`src/rtl/alu_muldiv_seq.sv`:
```
// Sequential MUL (shift-add) / unsigned DIV (restoring) iterating the shared ALU; ALU_MULDIV_SEQ_EARLY_EXIT_EN lets MUL stop once the multiplier is exhausted.
// Latency accept->resp_valid W+1 cycles (early-exit MUL: iterations+1), DIV by zero 1 cycle.
// Backpressure: result held in DONE until resp_ready; req_ready only in IDLE, one op in flight.
module alu_muldiv_seq #(
  parameter int W     = 16,
  parameter int CNT_W = 4
) (
  input  logic             clk,
  input  logic             rst,
  input  logic             req_valid,
  output logic             req_ready,
  input  logic             req_op,
  input  logic [W-1:0]     req_a,
  input  logic [W-1:0]     req_b,
  output logic             resp_valid,
  input  logic             resp_ready,
  output logic [W-1:0]     resp_data,
  output logic [W-1:0]     resp_rem,
  output logic             resp_zero,
  output logic             resp_div0,
  output logic             alu_own,
  output logic [W-1:0]     alu_a,
  output logic [W-1:0]     alu_b,
  output logic [3:0]       alu_mode,
  output logic             alu_carry,
  input  logic [W-1:0]     alu_out,
  input  logic [4:0]       alu_flags
);

  typedef enum logic [1:0] {S_IDLE, S_RUN, S_DONE} state_t;

  state_t           state;
  logic             op;
  logic [CNT_W-1:0] cnt;
  logic [W-1:0]     mcand;   // multiplicand, or divisor for DIV
  logic [W-1:0]     mplr;
  logic [W-1:0]     rem_r;
  logic [W-1:0]     quo;

  logic [W-1:0]     mcand_nxt, mplr_nxt, rem_nxt, quo_nxt;
  logic             take, last;

  assign req_ready = (state == S_IDLE);
  assign alu_carry = 1'b0;

  // alu_a already holds the shifted partial remainder rs; rem_r[W-1] is the bit shifted out of it.
  always_comb begin
    mcand_nxt = mcand << 1;
    mplr_nxt  = mplr >> 1;
    take      = rem_r[W-1] | ~alu_flags[1];
    rem_nxt   = take ? alu_out : alu_a;
    quo_nxt   = {quo[W-2:0], take};
    last      = (cnt == CNT_W'(W-1));
`ifdef ALU_MULDIV_SEQ_EARLY_EXIT_EN
    if (!op && (mplr_nxt == '0)) last = 1'b1;
`endif
  end

  always_ff @(posedge clk) begin
    if (rst) begin
      state      <= S_IDLE;
      op         <= 1'b0;
      cnt        <= '0;
      mcand      <= '0;
      mplr       <= '0;
      rem_r      <= '0;
      quo        <= '0;
      resp_valid <= 1'b0;
      resp_data  <= '0;
      resp_rem   <= '0;
      resp_zero  <= 1'b0;
      resp_div0  <= 1'b0;
      alu_own    <= 1'b0;
      alu_a      <= '0;
      alu_b      <= '0;
      alu_mode   <= 4'b0000;
    end else begin
      case (state)
        S_IDLE: begin
          if (req_valid) begin
            op  <= req_op;
            cnt <= '0;
            if (req_op && (req_b == '0)) begin
              state      <= S_DONE;
              resp_valid <= 1'b1;
              resp_data  <= '1;
              resp_rem   <= req_a;
              resp_zero  <= 1'b0;
              resp_div0  <= 1'b1;
            end else begin
              state   <= S_RUN;
              alu_own <= 1'b1;
              mcand   <= req_op ? req_b : req_a;
              mplr    <= req_b;
              rem_r   <= '0;
              quo     <= req_a;
              if (req_op) begin
                alu_a    <= {{(W-1){1'b0}}, req_a[W-1]};
                alu_b    <= req_b;
                alu_mode <= 4'b0001;
              end else begin
                alu_a    <= '0;
                alu_b    <= req_b[0] ? req_a : '0;
                alu_mode <= 4'b0000;
              end
            end
          end
        end
        S_RUN: begin
          cnt <= cnt + 1'b1;
          if (!op) begin
            alu_a <= alu_out;
            mcand <= mcand_nxt;
            mplr  <= mplr_nxt;
            alu_b <= mplr_nxt[0] ? mcand_nxt : '0;
          end else begin
            rem_r <= rem_nxt;
            quo   <= quo_nxt;
            alu_a <= {rem_nxt[W-2:0], quo[W-2]};
          end
          if (last) begin
            state      <= S_DONE;
            alu_own    <= 1'b0;
            alu_a      <= '0;
            alu_b      <= '0;
            alu_mode   <= 4'b0000;
            resp_valid <= 1'b1;
            resp_data  <= op ? quo_nxt : alu_out;
            resp_rem   <= op ? rem_nxt : '0;
            resp_zero  <= ((op ? quo_nxt : alu_out) == '0);
            resp_div0  <= 1'b0;
          end
        end
        S_DONE: begin
          if (resp_ready) begin
            state      <= S_IDLE;
            resp_valid <= 1'b0;
          end
        end
        default: state <= S_IDLE;
      endcase
    end
  end

  logic unused_bits;
  assign unused_bits = ^{alu_flags[4:2], alu_flags[0], quo[W-1]};

endmodule

```
`config.mk`:
```
export PLATFORM = sky130hd
export DESIGN_NAME = alu_muldiv_seq
export DESIGN_NICKNAME = d
export VERILOG_FILES = /design/src/rtl/alu_muldiv_seq.sv
export SDC_FILE = /design/constraint.sdc
export NUM_CORES = 1
export LEC_CHECK = 0
export ABC_CLOCK_PERIOD_IN_PS = 3230
export CAP_MARGIN = 10
export CORE_UTILIZATION = 57
export CTS_BUF_LIST = sky130_fd_sc_hd__clkbuf_2 sky130_fd_sc_hd__clkbuf_4 sky130_fd_sc_hd__clkbuf_8
export DETAILED_ROUTE_END_ITERATION = 7
export PLACE_DENSITY = 0.95
export RECOVER_POWER = 25
export REMOVE_ABC_BUFFERS = 1
export SYNTH_ARGS = -nofsm -noshare
export SYNTH_HDL_FRONTEND = slang
export SYNTH_SLANG_ARGS = --single-unit
```
`constraint.sdc`:
```
create_clock -name clk -period 3.23 [get_ports clk]
set_input_delay 0.646 -clock clk [delete_from_list [all_inputs] [get_ports clk]]
set_output_delay 0.646 -clock clk [all_outputs]
set_load 0.1 [all_outputs]
```
==> metrics <==
status finished clean; sequential area share after synthesis 0.3965; DRC 0; Reg power frac 0.377; post-route antenna net violation count 0; Worst path max stage delay 1.00 ns; Root Buffer clkbuf_8; clock sink count 122; post_cts resized 0; critical path required time 3.59 ns; dominant cells by area after synthesis dfxtp_1 (40%), a21oi_1 (8.7%), mux2i_1 (7.8%), nand2_1 (4.3%), a311oi_1 (3.7%); port bufs 123; GPL Wtd Cong 0.8959; total power 4.675 mW; DR vias 6504; H-tree levels 4; worst skew pair latency 0.44 ns; Gate power share 0.301; Layout area overhead 21.06%; Hold Buf Count CTS 0; Yosys Warn Count 0; post-synth cell types 56; Initial DRT Pass Iterations 8; Util after Layout 0.7159; Slew Viols, Final 0; worst vdd ir 0.3522 mV; switching part of the total power 0.3772; largest net degree at the start of global routing 61; Yosys reg bits 122; Rel. slew slack 0.1862; Worst setup SP type input pin; Hold Slack 0.4687 ns; share of the synthesized area in the top cell type 0.3965; crit path max fanout 15; share of cells above drive strength 1 0.1210; RSZ-0062 raised after global routing no; power per cell area 626.9 nW/um2; Worst setup EP type flip-flop; initial antenna violation count 0; antenna diode instance count 0; post-DR wirelength/cell 20.09 um; vias in the first global route 6092; top cells by instance count after synthesis dfxtp_1 (122), a21oi_1 (107), nand2_1 (70), mux2i_1 (48), o21ai_0 (45); syn_area_per_cell 8.579 um2; first-pass GRT wire length 30550 um; critical path class input pin to flip-flop; HPWL after DPL 12730 um; Initial Util 0.5914; Final Cycle Share 0.8056; Layout Nets 866; # IOs 132; Max Fclk 0.3843 GHz; hold crit path type flip-flop to flip-flop; CP Cell Sequence clkdlybuf4s50_1, nor2b_1, a22oi_1, nor2_1, a21oi_1, a311oi_1; Max Cap Viol 0; Fin. Hold Viols 0; Min Clock Period, post-route 2.602 ns; Die Y-Extent 106.0 um; worst-margin pin slew 1.218 ns; pre-CTS WS 0.3147 ns; Total Wirelength 19160 um; most frequent cell after synthesis dfxtp_1; die width 106.0 um; Psw 1.763 mW; die footprint 11230 um2; Tot GR Track Use 0.3429; Post-synth EDFFs 0; post-synth top area cell dfxtp_1; CTS Buf Count 17; DR iter-0 viols 720; Syn Inst Count 718; async set or reset register ratio after synthesis 0; CTS tree done; Clock Power Share 0.321; clock slew at reported path FFs 0.07 ns; Slowest cell on crit path nor2b_1; Mapped Area 6160 um2; setup bufs post-CTS 0; worst setup margin 0.6280 ns; Final Skew 0.009848 ns; final setup fails 0; Max Root-Sink Buffers 2; Top FF cell, synth dfxtp_1; worst path arrival time 2.96 ns; total congestion overflow 0; Vias/cell 6.818; num rows 37; P_int 2.911 mW; Core Box Area 10420 um2; Leak 2.976 nW
[layout by cell type (no fill, tap or decap), types with 15 or more instances in the layout]
master and count:
dfxtp_1 122, a311oi_1 26, clkbuf_8 20, mux2i_1 48, buf_4 42, clkdlybuf4s50_1 52, nand4_1 17, nor2_1 41
a211oi_1 15, nand2_1 70, a21oi_1 106, o21ai_0 45, a22oi_1 16, clkbuf_1 48
[worst paths after layout]
| kind | startpoint | slack [ns] | to | depth (start not counted) |
|---|---|---|---|---|
| worst max-delay path | req_b[0] | 0.63 | alu_b[1] | 6 |
| worst min-delay path | resp_data[6] | 0.47 | resp_data[6] | 1 |
| worst min register to register | resp_data[6] | 0.47 | resp_data[6] | 1 |
| worst max register to register | op | 0.78 | quo[2] | 5 |
[state kept, by name, summed over array words and instances, names as in the netlist]
signal      flops
resp_zero       1
alu_own         1
state           2
resp_valid      1
resp_rem       16
resp_data      16
mplr           15
rem_r           1
cnt             4
quo            15
op              1
resp_div0       1
mcand          15
alu_a          16
alu_mode        1
alu_b          16
[power by group through the flow]
stage	registers [mW]	logic, mW	clock network (mW)
CTS	1.76	1.43	1.51
detailed placement	1.79	1.42	0
global route	1.78	1.47	1.57
finish	1.76	1.41	1.50
global placement	1.78	1.39	0
floorplan	2.29	0.501	0
[per-layer routing]
layer	wire length [um]	share of wire	global-route usage
met1	7321	0.38	0.4233
met2	9068	0.47	0.5546
met3	2118	0.11	0.09626
met4	654	0.034	0.1577
met5	0	0	0
[worst max-delay path: cells and delay by family]
family                 cells  cell delay [ns]
AO/OA/AOI/OAI              3             0.51
buffers and inverters      1             0.63
AND/OR/NAND/NOR            2             1.18
[layout make-up]
cell class	count	area (um2)
inverter	2	7.507
clock buffer	22	290.3
clock inverter	8	142.6
multi-input combinational	521	3383
timing repair buffer	143	1021
fill	767	2959
tap	136	170.2
sequential	122	2442
[cell families (layout without fill, tap and decap cells)]
logic type | count (synthesis) | after routing | synth area share
compound gates | 297 | 297 | 0.3283
simple gates | 170 | 170 | 0.1339
flops | 122 | 122 | 0.3965
buf+inv | 78 | 175 | 0.05891
mux | 49 | 49 | 0.07983
fa+ha+maj | 1 | 1 | 0.002031
other cells | 1 | 4 | 0.0006088
[stage by stage]
step                instances  setup TNS (ns)  cell area [um2]
global route              954               0             7457
global placement          924               0             7204
floorplan                 645          -50.10             5816
CTS                       954               0             7637
finish                    954               0             7457
detailed placement        924               0             7204
(Power assumes the default switching activity.)
